--- src/rtl/audio_pkg.sv ---
// Shared audio-path package: beep sequencer states, ms-to-cycle helper and the default sample width.
package audio_pkg;

    localparam int AUDIO_W_DEFAULT = 12;

    typedef enum logic [1:0] {
        IDLE = 2'd0,
        ON   = 2'd1,
        GAP  = 2'd2
    } beep_state_t;

    function automatic int ms_to_cycles(input int clk_hz, input int ms);
        return clk_hz / 1000 * ms;
    endfunction

endpackage

--- src/rtl/audio_beep_sequencer_if.sv ---
// Request/status bundle of the beep sequencer. The abort wire exists only with AUDIO_SEQ_ABORT_EN.
interface audio_beep_sequencer_if
    import audio_pkg::*;
#(
    parameter int NUM_W   = 4,
    parameter int AUDIO_W = AUDIO_W_DEFAULT
);
    // start is a one-cycle request with no ready: it is sampled (with count and mode)
    // only while state is IDLE and dropped otherwise; done pulses for one cycle on return
    // to IDLE, and busy is high exactly while state is ON or GAP.
    logic               start;
    logic [NUM_W-1:0]   count;
    logic               mode;
`ifdef AUDIO_SEQ_ABORT_EN
    logic               abort;
`endif
    logic               busy;
    logic               done;
    logic [AUDIO_W-1:0] audio_out;
    beep_state_t        state;

`ifdef AUDIO_SEQ_ABORT_EN
    modport master (output start, count, mode, abort, input busy, done, audio_out, state);
    modport slave  (input start, count, mode, abort, output busy, done, audio_out, state);
`else
    modport master (output start, count, mode, input busy, done, audio_out, state);
    modport slave  (input start, count, mode, output busy, done, audio_out, state);
`endif

endinterface

--- src/rtl/tone_square_gen.sv ---
// Square-wave phase generator; level is the value the tone takes after the coming edge,
// so the sequencer can register its sample in the same process as its state.
module tone_square_gen #(
    parameter int HALF = 10
) (
    input  logic clk100M,
    input  logic reset,
    input  logic restart,
    input  logic en,
    output logic level
);
    localparam int PW = (HALF > 1) ? $clog2(HALF) : 1;
    localparam logic [PW-1:0] LAST = PW'(HALF - 1);

    logic [PW-1:0] phase_q;
    logic          level_q;
    logic          wrap;

    assign wrap = en && (phase_q == LAST);

    always_comb begin
        level = level_q;
        if (restart)
            level = 1'b1;
        else if (wrap)
            level = ~level_q;
    end

    always_ff @(posedge clk100M or posedge reset) begin
        if (reset) begin
            phase_q <= '0;
            level_q <= 1'b0;
        end else begin
            level_q <= level;
            if (restart || wrap)
                phase_q <= '0;
            else if (en)
                phase_q <= phase_q + PW'(1);
        end
    end

endmodule

--- src/rtl/audio_beep_sequencer.sv ---
// Beep sequencer: pulse train (mode 0) or one scaled continuous beep (mode 1) of a square tone.
// Optional feature macro: AUDIO_SEQ_ABORT_EN adds the abort input.
module audio_beep_sequencer
    import audio_pkg::*;
#(
    parameter int CLK_HZ    = 100_000_000,
    parameter int TONE_HZ   = 200,
    parameter int AUDIO_W   = AUDIO_W_DEFAULT,
    parameter int AMPLITUDE = 12'hFFF,
    parameter int NUM_W     = 4,
    parameter int ON_MS     = 100,
    parameter int OFF_MS    = 100
) (
    input  logic clk100M,
    input  logic reset,
    audio_beep_sequencer_if.slave bus
);
    localparam int NUM_MAX   = 2**NUM_W - 1;
    localparam int ON_CYC    = ms_to_cycles(CLK_HZ, ON_MS);
    localparam int OFF_CYC   = ms_to_cycles(CLK_HZ, OFF_MS);
    localparam int HALF      = CLK_HZ / (2 * TONE_HZ);
    localparam int DUR_ON_W  = $clog2(NUM_MAX * ON_CYC + 1);
    localparam int DUR_OFF_W = $clog2(OFF_CYC + 1);
    localparam int DUR_W     = (DUR_ON_W > DUR_OFF_W) ? DUR_ON_W : DUR_OFF_W;

    localparam logic [DUR_W-1:0]   ON_V  = DUR_W'(ON_CYC);
    localparam logic [DUR_W-1:0]   OFF_V = DUR_W'(OFF_CYC);
    localparam logic [AUDIO_W-1:0] AMP_V = AUDIO_W'(AMPLITUDE);

    if (ON_CYC < 1 || OFF_CYC < 1 || HALF < 1) begin : g_bad_timing
        $error("audio_beep_sequencer: ON_CYC, OFF_CYC and HALF must all be at least 1");
    end
    if (AMPLITUDE < 0 || AMPLITUDE > 2**AUDIO_W - 1) begin : g_bad_amp
        $error("audio_beep_sequencer: AMPLITUDE does not fit AUDIO_W");
    end

    beep_state_t        state_q;
    logic [NUM_W-1:0]   rem_q;
    logic               mode_q;
    logic [DUR_W-1:0]   dur_q;
    logic               abort_req;
    logic               start_ok;
    logic               enter_on;
    logic               tone_level;
    logic [AUDIO_W-1:0] tone_amp;

`ifdef AUDIO_SEQ_ABORT_EN
    assign abort_req = bus.abort;
`else
    assign abort_req = 1'b0;
`endif

    assign start_ok  = bus.start && (bus.count != '0);
    // Every entry to ON restarts the tone phase, high first.
    assign enter_on  = ((state_q == IDLE) && start_ok) ||
                       ((state_q == GAP) && (dur_q == '0) && !abort_req);
    assign tone_amp  = tone_level ? AMP_V : '0;
    assign bus.state = state_q;

    tone_square_gen #(.HALF(HALF)) u_tone (
        .clk100M (clk100M),
        .reset   (reset),
        .restart (enter_on),
        .en      (state_q == ON),
        .level   (tone_level)
    );

    always_ff @(posedge clk100M or posedge reset) begin
        if (reset) begin
            state_q       <= IDLE;
            rem_q         <= '0;
            mode_q        <= 1'b0;
            dur_q         <= '0;
            bus.busy      <= 1'b0;
            bus.done      <= 1'b0;
            bus.audio_out <= '0;
        end else begin
            bus.done <= 1'b0;
            case (state_q)
                IDLE: begin
                    if (start_ok) begin
                        state_q       <= ON;
                        rem_q         <= bus.count;
                        mode_q        <= bus.mode;
                        dur_q         <= bus.mode ? (DUR_W'(bus.count) * ON_V - DUR_W'(1))
                                                  : (ON_V - DUR_W'(1));
                        bus.busy      <= 1'b1;
                        bus.audio_out <= tone_amp;
                    end
                end
                ON: begin
                    if (abort_req || (dur_q == '0 && (mode_q || rem_q == NUM_W'(1)))) begin
                        state_q       <= IDLE;
                        bus.busy      <= 1'b0;
                        bus.done      <= 1'b1;
                        bus.audio_out <= '0;
                    end else if (dur_q == '0) begin
                        state_q       <= GAP;
                        rem_q         <= rem_q - NUM_W'(1);
                        dur_q         <= OFF_V - DUR_W'(1);
                        bus.audio_out <= '0;
                    end else begin
                        dur_q         <= dur_q - DUR_W'(1);
                        bus.audio_out <= tone_amp;
                    end
                end
                GAP: begin
                    if (abort_req) begin
                        state_q       <= IDLE;
                        bus.busy      <= 1'b0;
                        bus.done      <= 1'b1;
                        bus.audio_out <= '0;
                    end else if (dur_q == '0) begin
                        state_q       <= ON;
                        dur_q         <= ON_V - DUR_W'(1);
                        bus.audio_out <= tone_amp;
                    end else begin
                        dur_q <= dur_q - DUR_W'(1);
                    end
                end
                default: begin
                    state_q       <= IDLE;
                    bus.busy      <= 1'b0;
                    bus.audio_out <= '0;
                end
            endcase
        end
    end

endmodule

--- src/flat_wrapper.sv ---
// flat-port wrapper written by rule: the top's interface ports become plain ports
module audio_beep_sequencer_flat import audio_pkg::*;
#(
    parameter int CLK_HZ    = 100_000_000,
    parameter int TONE_HZ   = 200,
    parameter int AUDIO_W   = AUDIO_W_DEFAULT,
    parameter int AMPLITUDE = 12'hFFF,
    parameter int NUM_W     = 4,
    parameter int ON_MS     = 100,
    parameter int OFF_MS    = 100
)
  (clk100M, reset, bus_start, bus_count, bus_mode, bus_busy, bus_done, bus_audio_out, bus_state);
  audio_beep_sequencer_if #(.NUM_W(NUM_W), .AUDIO_W(AUDIO_W)) bus_i ();
  input  logic clk100M;
  input  logic reset;
  input wire logic [$bits(bus_i.start)-1:0] bus_start;
  input wire logic [$bits(bus_i.count)-1:0] bus_count;
  input wire logic [$bits(bus_i.mode)-1:0] bus_mode;
  output wire logic [$bits(bus_i.busy)-1:0] bus_busy;
  output wire logic [$bits(bus_i.done)-1:0] bus_done;
  output wire logic [$bits(bus_i.audio_out)-1:0] bus_audio_out;
  output wire logic [$bits(bus_i.state)-1:0] bus_state;
  assign bus_i.start = bus_start;
  assign bus_i.count = bus_count;
  assign bus_i.mode = bus_mode;
  assign bus_busy = bus_i.busy;
  assign bus_done = bus_i.done;
  assign bus_audio_out = bus_i.audio_out;
  assign bus_state = bus_i.state;
  audio_beep_sequencer #(.CLK_HZ(CLK_HZ), .TONE_HZ(TONE_HZ), .AUDIO_W(AUDIO_W), .AMPLITUDE(AMPLITUDE), .NUM_W(NUM_W), .ON_MS(ON_MS), .OFF_MS(OFF_MS)) u_core (.clk100M(clk100M), .reset(reset), .bus(bus_i));
endmodule
--- config.mk ---
export PLATFORM = sky130hd
export DESIGN_NAME = audio_beep_sequencer_flat
export DESIGN_NICKNAME = d
export VERILOG_FILES = /design/src/rtl/audio_pkg.sv /design/src/rtl/audio_beep_sequencer_if.sv /design/src/rtl/tone_square_gen.sv /design/src/rtl/audio_beep_sequencer.sv /design/src/flat_wrapper.sv
export SDC_FILE = /design/constraint.sdc
export NUM_CORES = 1
export LEC_CHECK = 0
export ABC_AREA = 0
export BUFFER_PORTS_ARGS = -buffer_cell sky130_fd_sc_hd__buf_2
export CORE_AREA = 2 2 110 112
export DETAILED_ROUTE_END_ITERATION = 7
export DIE_AREA = 0 0 112 114
export MAX_ROUTING_LAYER = met4
export PLACE_DENSITY = 0.54
export SLEW_MARGIN = 20
export SYNTH_ARGS = -nofsm -noshare
export SYNTH_HDL_FRONTEND = slang
export SYNTH_SLANG_ARGS = --single-unit
--- constraint.sdc ---
create_clock -name clk100M -period 6.1 [get_ports clk100M]
set_input_delay 0 -clock clk100M [delete_from_list [all_inputs] [get_ports clk100M]]
set_output_delay 0 -clock clk100M [all_outputs]
set_load 0.05 [all_outputs]
==> results of run 1 <==
-- area by class of cell --
type / count / area (sq um) / area share
multi-input combinational: 438 / 2869 / 0.5715
sequential: 57 / 1426 / 0.2841
clock buffer: 9 / 225.2 / 0.04487
tap: 147 / 183.9 / 0.03664
timing repair buffer: 26 / 142.6 / 0.02841
inverter: 27 / 101.3 / 0.02019
clock inverter: 7 / 71.32 / 0.01421
-- through the flow --
step | hold WS [ns] | area [sq um] | utilization | instances | total power, mW
finish | 0.07452 | 5020 | 0.4286 | 711 | 1.057
global route | 0.08205 | 5020 | 0.4286 | 711 | 1.107
CTS | 0.06792 | 5020 | 0.4286 | 711 | 1.069
detailed placement | 0.1109 | 4703 | 0.4016 | 693 | 0.5623
global placement | 0.1185 | 4703 | 0.4016 | 693 | 0.5624
floorplan | 0.1505 | 4569 | - | 549 | 0.5195
-- worst paths after layout --
path,slack (ns),end,depth (start not counted)
max,2.43,u_core.dur_q[26]$_DFFE_PP0P_,15
min,0.07,u_core.mode_q$_DFFE_PP0P_,3
max reg2reg,2.80,u_core.dur_q[26]$_DFFE_PP0P_,8
min reg2reg,0.50,u_core.dur_q[23]$_DFFE_PP0P_,1
max in group asynchronous,4.96,u_core.u_tone.phase_q[13]$_DFFE_PP0P_,4
min in group asynchronous,0.30,u_core.dur_q[5]$_DFFE_PP0P_,3
-- layer usage --
layer / wire length [um] / vias up / global-route usage
met5: 0 / - / -
li1: - / 1970 / -
met2: 5157 / 56 / 0.2861
met1: 5329 / 1879 / 0.2398
met3: 279 / 11 / 0.03135
met4: 169 / 0 / 0.06829
-- registers in the layout (all words and copies together), names as in the netlist, 2 cells and up --
register	flops
u_core.u_tone.phase_q	18
u_core.rem_q	4
u_core.bus.state	2
u_core.dur_q	28
-- power by group through the flow --
stage                     registers [mW]  clock network (mW)  logic, mW
after CTS                          0.380               0.510      0.179
final                              0.380               0.499      0.178
after detailed placement           0.387                   0      0.176
after global placement             0.387                   0      0.176
after global routing               0.380               0.528      0.199
after floorplan                    0.386                   0      0.133
-- tightest hold or removal path, stage by stage --
cell and delay, ns:
buf_2 0.11, nand3_1 0.11, mux2_2 0.16
-- timing repair --
item	CTS	global route
setup endpoints to repair	0	0
hold endpoints to repair	27	0
gates resized for setup	0	0
hold buffers	2	0
setup buffers	0	0
-- logic make-up (layout without fill, tap and decap cells) --
| logic type | after synthesis | after routing | share of synthesized area |
|---|---|---|---|
| AND/OR/NAND/NOR | 221 | 221 | 0.2484 |
| AO/OA/AOI/OAI | 132 | 132 | 0.1810 |
| multiplexers | 3 | 3 | 0.006846 |
| XOR/XNOR | 44 | 44 | 0.08434 |
| adder cells (fa/ha/maj) | 38 | 38 | 0.1073 |
| buffers and inverters | 54 | 69 | 0.05997 |
| flip-flops | 57 | 57 | 0.3122 |
-- Yosys cell counts, types with 2 or more instances --
cell type / n / area (sq um)
o21a_1: 5 / 37.54
dfrtp_1: 57 / 1426
nor2_1: 67 / 251.5
and2_1: 3 / 18.77
o22ai_1: 5 / 31.28
or4_1: 4 / 30.03
xor2_1: 24 / 210.2
nor3b_1: 2 / 15.01
buf_6: 3 / 33.78
xnor2_1: 20 / 175.2
a22o_1: 2 / 17.52
nand2b_1: 4 / 25.02
nor4_1: 4 / 25.02
clkbuf_1: 7 / 26.28
nand3_1: 22 / 110.1
nor3_1: 22 / 110.1
nand2_2: 2 / 12.51
buf_4: 11 / 82.58
fa_1: 2 / 40.04
or2_2: 7 / 43.79
o2bb2ai_1: 2 / 17.52
o21ai_0: 41 / 205.2
nor2b_1: 4 / 25.02
or3_4: 4 / 45.04
buf_2: 6 / 30.03
inv_1: 27 / 101.4
nand4_1: 7 / 43.79
nand3b_1: 3 / 22.52
o221ai_1: 3 / 26.28
ha_1: 36 / 450.4
o32a_1: 2 / 20.02
a21oi_1: 38 / 190.2
mux2i_1: 2 / 20.02
a2111oi_0: 2 / 17.52
o32ai_1: 2 / 17.52
o211ai_1: 5 / 37.54
nand2_1: 43 / 161.4
a21o_1: 2 / 15.01
a31oi_1: 4 / 25.02
and3_1: 4 / 25.02
or3_1: 9 / 56.30
o31ai_1: 2 / 15.01
a221oi_1: 3 / 26.28
a211o_1: 2 / 17.52
==> out/metrics.cfg, run 1 <==
[outcome]
status=complete, no violations

[clock_network]
cts_sinks=57
clock_latency_ns=0.33
root_buffer=clkbuf_16
clock_path_buffers=2
clkTransAtPathRegs_ns=0.06
cts_tree=yes
htreeDepth=3
cts_buffers=9

[pwr]
pwr-share-comb=0.169
seq_power_share=0.359
ir_drop_v=0.0001282
internal_power_mw=0.7617
switching_share=0.2795
power.density_nw_per_um2=210.6
clkPwrFrac=0.472
p_switching_mw=0.2955
leakagePower_nw=2.167

[final_layout]
drive_gt1_frac=0.1099
area_delta_synth_final_pct=9.858
fillers=1182
n_antenna_cell=0
mostFrequentLayoutCells=nor2_1 (67), dfrtp_1 (57), nand2_1 (43)
nNetsFinal=605
mostFrequentLayoutCell=nor2_1

[route]
via_per_inst=5.508
post-route-drc-count=0
num_vias=3916
routedWlPerCell_um=15.38
wl_um=10940
ant_nets=0
drt_iter0_drc=225
drt-pass1-iter-count=5

[logic_synthesis]
ys_types=67
synthCells=549
yosysWarnings=0
ys_seq_area_frac=0.3122
syn_nets=595
synth-async-reset-ratio=1.000
synth.ff_latch_count=57
ys.flop_type=dfrtp_1
synth_edf_count=0
synth.avg_cell_area_sq_um=8.323
syn_area_sq_um=4569

[grt]
globalRoute.totalOverflow=0
grt_max_degree=32
grt_usage=0.1829
grt_pass1_wl_um=18440
antenna_found_initial=0
grt_pass1_vias=3845

[worst_setup_path]
cp-end-kind=flop
cp_cell_sequence=buf_2 > inv_1 > ha_1 > inv_1 > fa_1 > inv_1 > ha_1 > a211oi_1 > nor2_1 > xor2_1 > or4_1 > nor3_1 > nand4_1 > nor4_1 > a211o_1
cp_common_cell=inv_1
crit_family=simple AND/OR/NAND/NOR gates
critPathLaunchType=input port
r2r-start=u_core.dur_q[16]$_DFFE_PP0P_
required_ns=6.37
cp_max_fo=15
crit_type=in2reg
cp_num_buf_inv=4
startpoint=bus_count[2]
cp.arrival_ns=3.93
critical_path.max_stage_delay_ns=0.50
crit_slowest_cell=fa_1

[min_path]
hold_class=in2reg
min_from=bus_start

[die]
row_count=40
io_pins=24
start_util=0.3902
die-area_sq_um=12770
coreArea_sq_um=11710
fp.dieW_um=112
die-height_um=114

[sta]
finalSetupViolations=0
fin_worst_skew_ns=0.006105
slew_violations=0
fin_crit_sh=0.6010
max_freq_mhz=272.8
setup_ws_ns=2.434
fin_tns_setup_ns=0
layout_min_cycle_time_ns=3.666
rsz0062_at_grt=no
worst_pin_slew_ns=0.9751
relSlewSlack=0.3499
finalHoldViolCount=0

[placed_design]
place_ws_ns=2.108
port_buffers=23
dp_hpwl_um=8105
gp_congestion=0.8838

[flow_run]
drv_cap=0

No activity file was read; power rests on OpenSTA's default activity.
==> run 2: changes to the inputs <==
--- a/config.mk
+++ b/config.mk
@@ -5,13 +5,13 @@
 export SDC_FILE = /design/constraint.sdc
 export NUM_CORES = 1
 export LEC_CHECK = 0
-export ABC_AREA = 0
+export ABC_AREA = 1
 export BUFFER_PORTS_ARGS = -buffer_cell sky130_fd_sc_hd__buf_2
-export CORE_AREA = 2 2 110 112
+export CORE_AREA = 2 2 120 122
 export DETAILED_ROUTE_END_ITERATION = 7
-export DIE_AREA = 0 0 112 114
+export DIE_AREA = 0 0 122 124
 export MAX_ROUTING_LAYER = met4
-export PLACE_DENSITY = 0.54
+export PLACE_DENSITY = 0.53
 export SLEW_MARGIN = 20
 export SYNTH_ARGS = -nofsm -noshare
 export SYNTH_HDL_FRONTEND = slang
==> constraint.sdc (replaced) <==
create_clock -name clk100M -period 3.5 [get_ports clk100M]
set_input_delay 0 -clock clk100M [delete_from_list [all_inputs] [get_ports clk100M]]
set_output_delay 0 -clock clk100M [all_outputs]
set_load 0.05 [all_outputs]
==> out/metrics.cfg, run 2 <==
[grt]
antenna_found_initial=0
grt_usage=0.2079
grt_max_degree=31
globalRoute.totalOverflow=0
grt_pass1_wl_um=23770
grt_pass1_vias=4908

[min_path]
hold_depth=5
min_from=bus_start
hold_path_end=u_core.mode_q$_DFFE_PP0P_
hold_class=in2reg

[logic_synthesis]
synthCells=786
synth-compound-area-share=0.1300
ys_types=56
synth_xor_area_frac=0.02596
synth-async-reset-ratio=1.000
synth.most_common_cell=nand2_1
netlist.area_leader.share=0.2643
ys_seq_area_frac=0.2643
ys.flop_type=dfrtp_1
syn_nets=832
synth.avg_cell_area_sq_um=6.867
yosys.area_share.adder=0.09087
synth-simple-area-share=0.3709
synth.top_cells.by_area=dfrtp_1 (26%), nand2_1 (12%), ha_1 (8.3%)
yosysWarnings=0
synth_top_family_by_area=simple AND/OR/NAND/NOR gates
muxShareOfSynthArea=0
synth.ff_latch_count=57
synth_edf_count=0
syn_area_sq_um=5398
yosysTopAreaCell=dfrtp_1
synth_common_cells=nand2_1 (176), inv_1 (102), nor2_1 (75)

[sta]
finalSetupViolations=0
slew_violations=0
fin_worst_skew_ns=0.006634
setup_ws_ns=0.8253
relSlewSlack=0.5328
fin_crit_sh=0.7642
max_freq_mhz=373.9
worst_pin_slew_ns=0.6998
layout_min_cycle_time_ns=2.675
finalHoldViolCount=0
fin_tns_setup_ns=0
rsz0062_at_grt=no

[final_layout]
largest_reg_flops=28
drive_gt1_frac=0.1552
area_delta_synth_final_pct=10.08
mostFrequentLayoutCells=nand2_1 (176), inv_1 (101), nor2_1 (75)
post-route-cell-area_sq_um=5942
regMostFlops=u_core.dur_q
reg_top3=u_core.dur_q x28, u_core.u_tone.phase_q x18, u_core.rem_q x4
nNetsFinal=853
mostFrequentLayoutCell=nand2_1
n_antenna_cell=0
fin_util=0.4331

[route]
wl_um=14140
routedWlPerCell_um=14.26
via_per_inst=5.122
post-route-drc-count=0
drt-pass1-iter-count=5
num_vias=5081
ant_nets=0
drt_iter0_drc=299

[pwr]
power.density_nw_per_um2=334.9
switching_share=0.2893
internal_power_mw=1.414
leakagePower_nw=2.841
clkPwrFrac=0.485
power.total_mw=1.990
pwr-share-comb=0.181
p_switching_mw=0.5756
ir_drop_v=0.0003429
seq_power_share=0.334

[die]
io_pins=24
die-height_um=124
die-area_sq_um=15130
coreArea_sq_um=13720
fp.dieW_um=122
row_count=43
start_util=0.3934

[worst_setup_path]
r2r_setup_slack_ns=0.86
critPathLaunchType=input port
reg2reg_depth=8
r2r-start=u_core.bus.state[1]$_DFFE_PP0P_
rr_endpoint=u_core.u_tone.phase_q[15]$_DFFE_PP0P_
cp-end-kind=flop
required_ns=3.71
cp.arrival_ns=2.88
cp_max_fo=8
crit_type=in2reg

[outcome]
status=complete, no violations

[clock_network]
root_buffer=clkbuf_16
cts_hold_buffers=2
postCtsSetupRepairBufs=0
cts_sinks=57
cts_buffers=9
htreeDepth=3
clkTransAtPathRegs_ns=0.05
clock_latency_ns=0.34
cts_tree=yes
clock_path_buffers=2
cts_resized=0

[placed_design]
placed_cell_area_sq_um=5600
dp_hpwl_um=10970
place_ws_ns=0.5113
gp_congestion=0.9012
port_buffers=23

[flow_run]
drv_cap=0

[run 2: cell type report]
type / count / area [sq um]
Fill cell: 1456 / 7777
Multi-Input combinational cell: 589 / 3334
Sequential cell: 57 / 1426
Inverter: 118 / 446.7
Clock buffer: 11 / 242.7
Tap cell: 180 / 225.2
Timing Repair Buffer: 32 / 187.7
Clock inverter: 5 / 78.83
[run 2: kinds of logic after synthesis]
family / after synthesis
AO/OA/AOI/OAI: 122
XOR/XNOR: 16
adder cells (fa/ha/maj): 38
buffers and inverters: 140
flip-flops: 57
AND/OR/NAND/NOR: 413
[run 2: worst max-delay path by stage]
stage,start,endpoint,slack (ns),depth (start not counted)
final,bus_count[3],u_core.dur_q[20]$_DFFE_PP0P_,0.83,19
after floorplan,bus_count[2],u_core.dur_q[23]$_DFFE_PP0P_,0.93,19
after global placement,bus_count[1],u_core.dur_q[22]$_DFFE_PP0P_,0.56,16
after detailed placement,bus_count[3],u_core.dur_q[22]$_DFFE_PP0P_,0.51,19
after CTS,u_core.bus.state[1]$_DFFE_PP0P_,u_core.u_tone.phase_q[15]$_DFFE_PP0P_,0.83,8
after global routing,bus_count[3],u_core.dur_q[22]$_DFFE_PP0P_,0.49,19
[run 2: power groups by stage]
stage	registers, mW	clock network, mW	logic (mW)
after global routing	0.664	1.01	0.409
final	0.664	0.965	0.361
after floorplan	0.675	0	0.265
after global placement	0.676	0	0.355
after CTS	0.664	0.986	0.360
after detailed placement	0.675	0	0.356
[run 2: per-stage QoR]
step / cells / hold slack [ns]
2_1_floorplan: 786 / 0.1546
3_3_place_gp: 974 / 0.1468
3_5_place_dp: 974 / 0.1519
4_1_cts: 992 / 0.09536
5_1_grt: 992 / 0.1201
6_report: 992 / 0.1006
[run 2: critical path, cell delays in order]
cell	delay (ns)
buf_2	0.18
inv_1	0.10
ha_1	0.30
inv_1	0.06
fa_1	0.50
inv_1	0.05
ha_1	0.36
a21oi_1	0.21
nand2_1	0.13
nand2_1	0.11
nand2_2	0.08
nand2_2	0.09
nand3_1	0.15
nor2_4	0.22
nand3_1	0.09
nand2_1	0.06
nand3_1	0.06
nand3_1	0.07
o21ai_1	0.06
[run 2: layer usage]
metal / part of all wire / track usage
met1: 0.47 / 0.2547
met2: 0.47 / 0.3516
met5: 0 / -
met4: 0.018 / 0.05819
met3: 0.036 / 0.03892
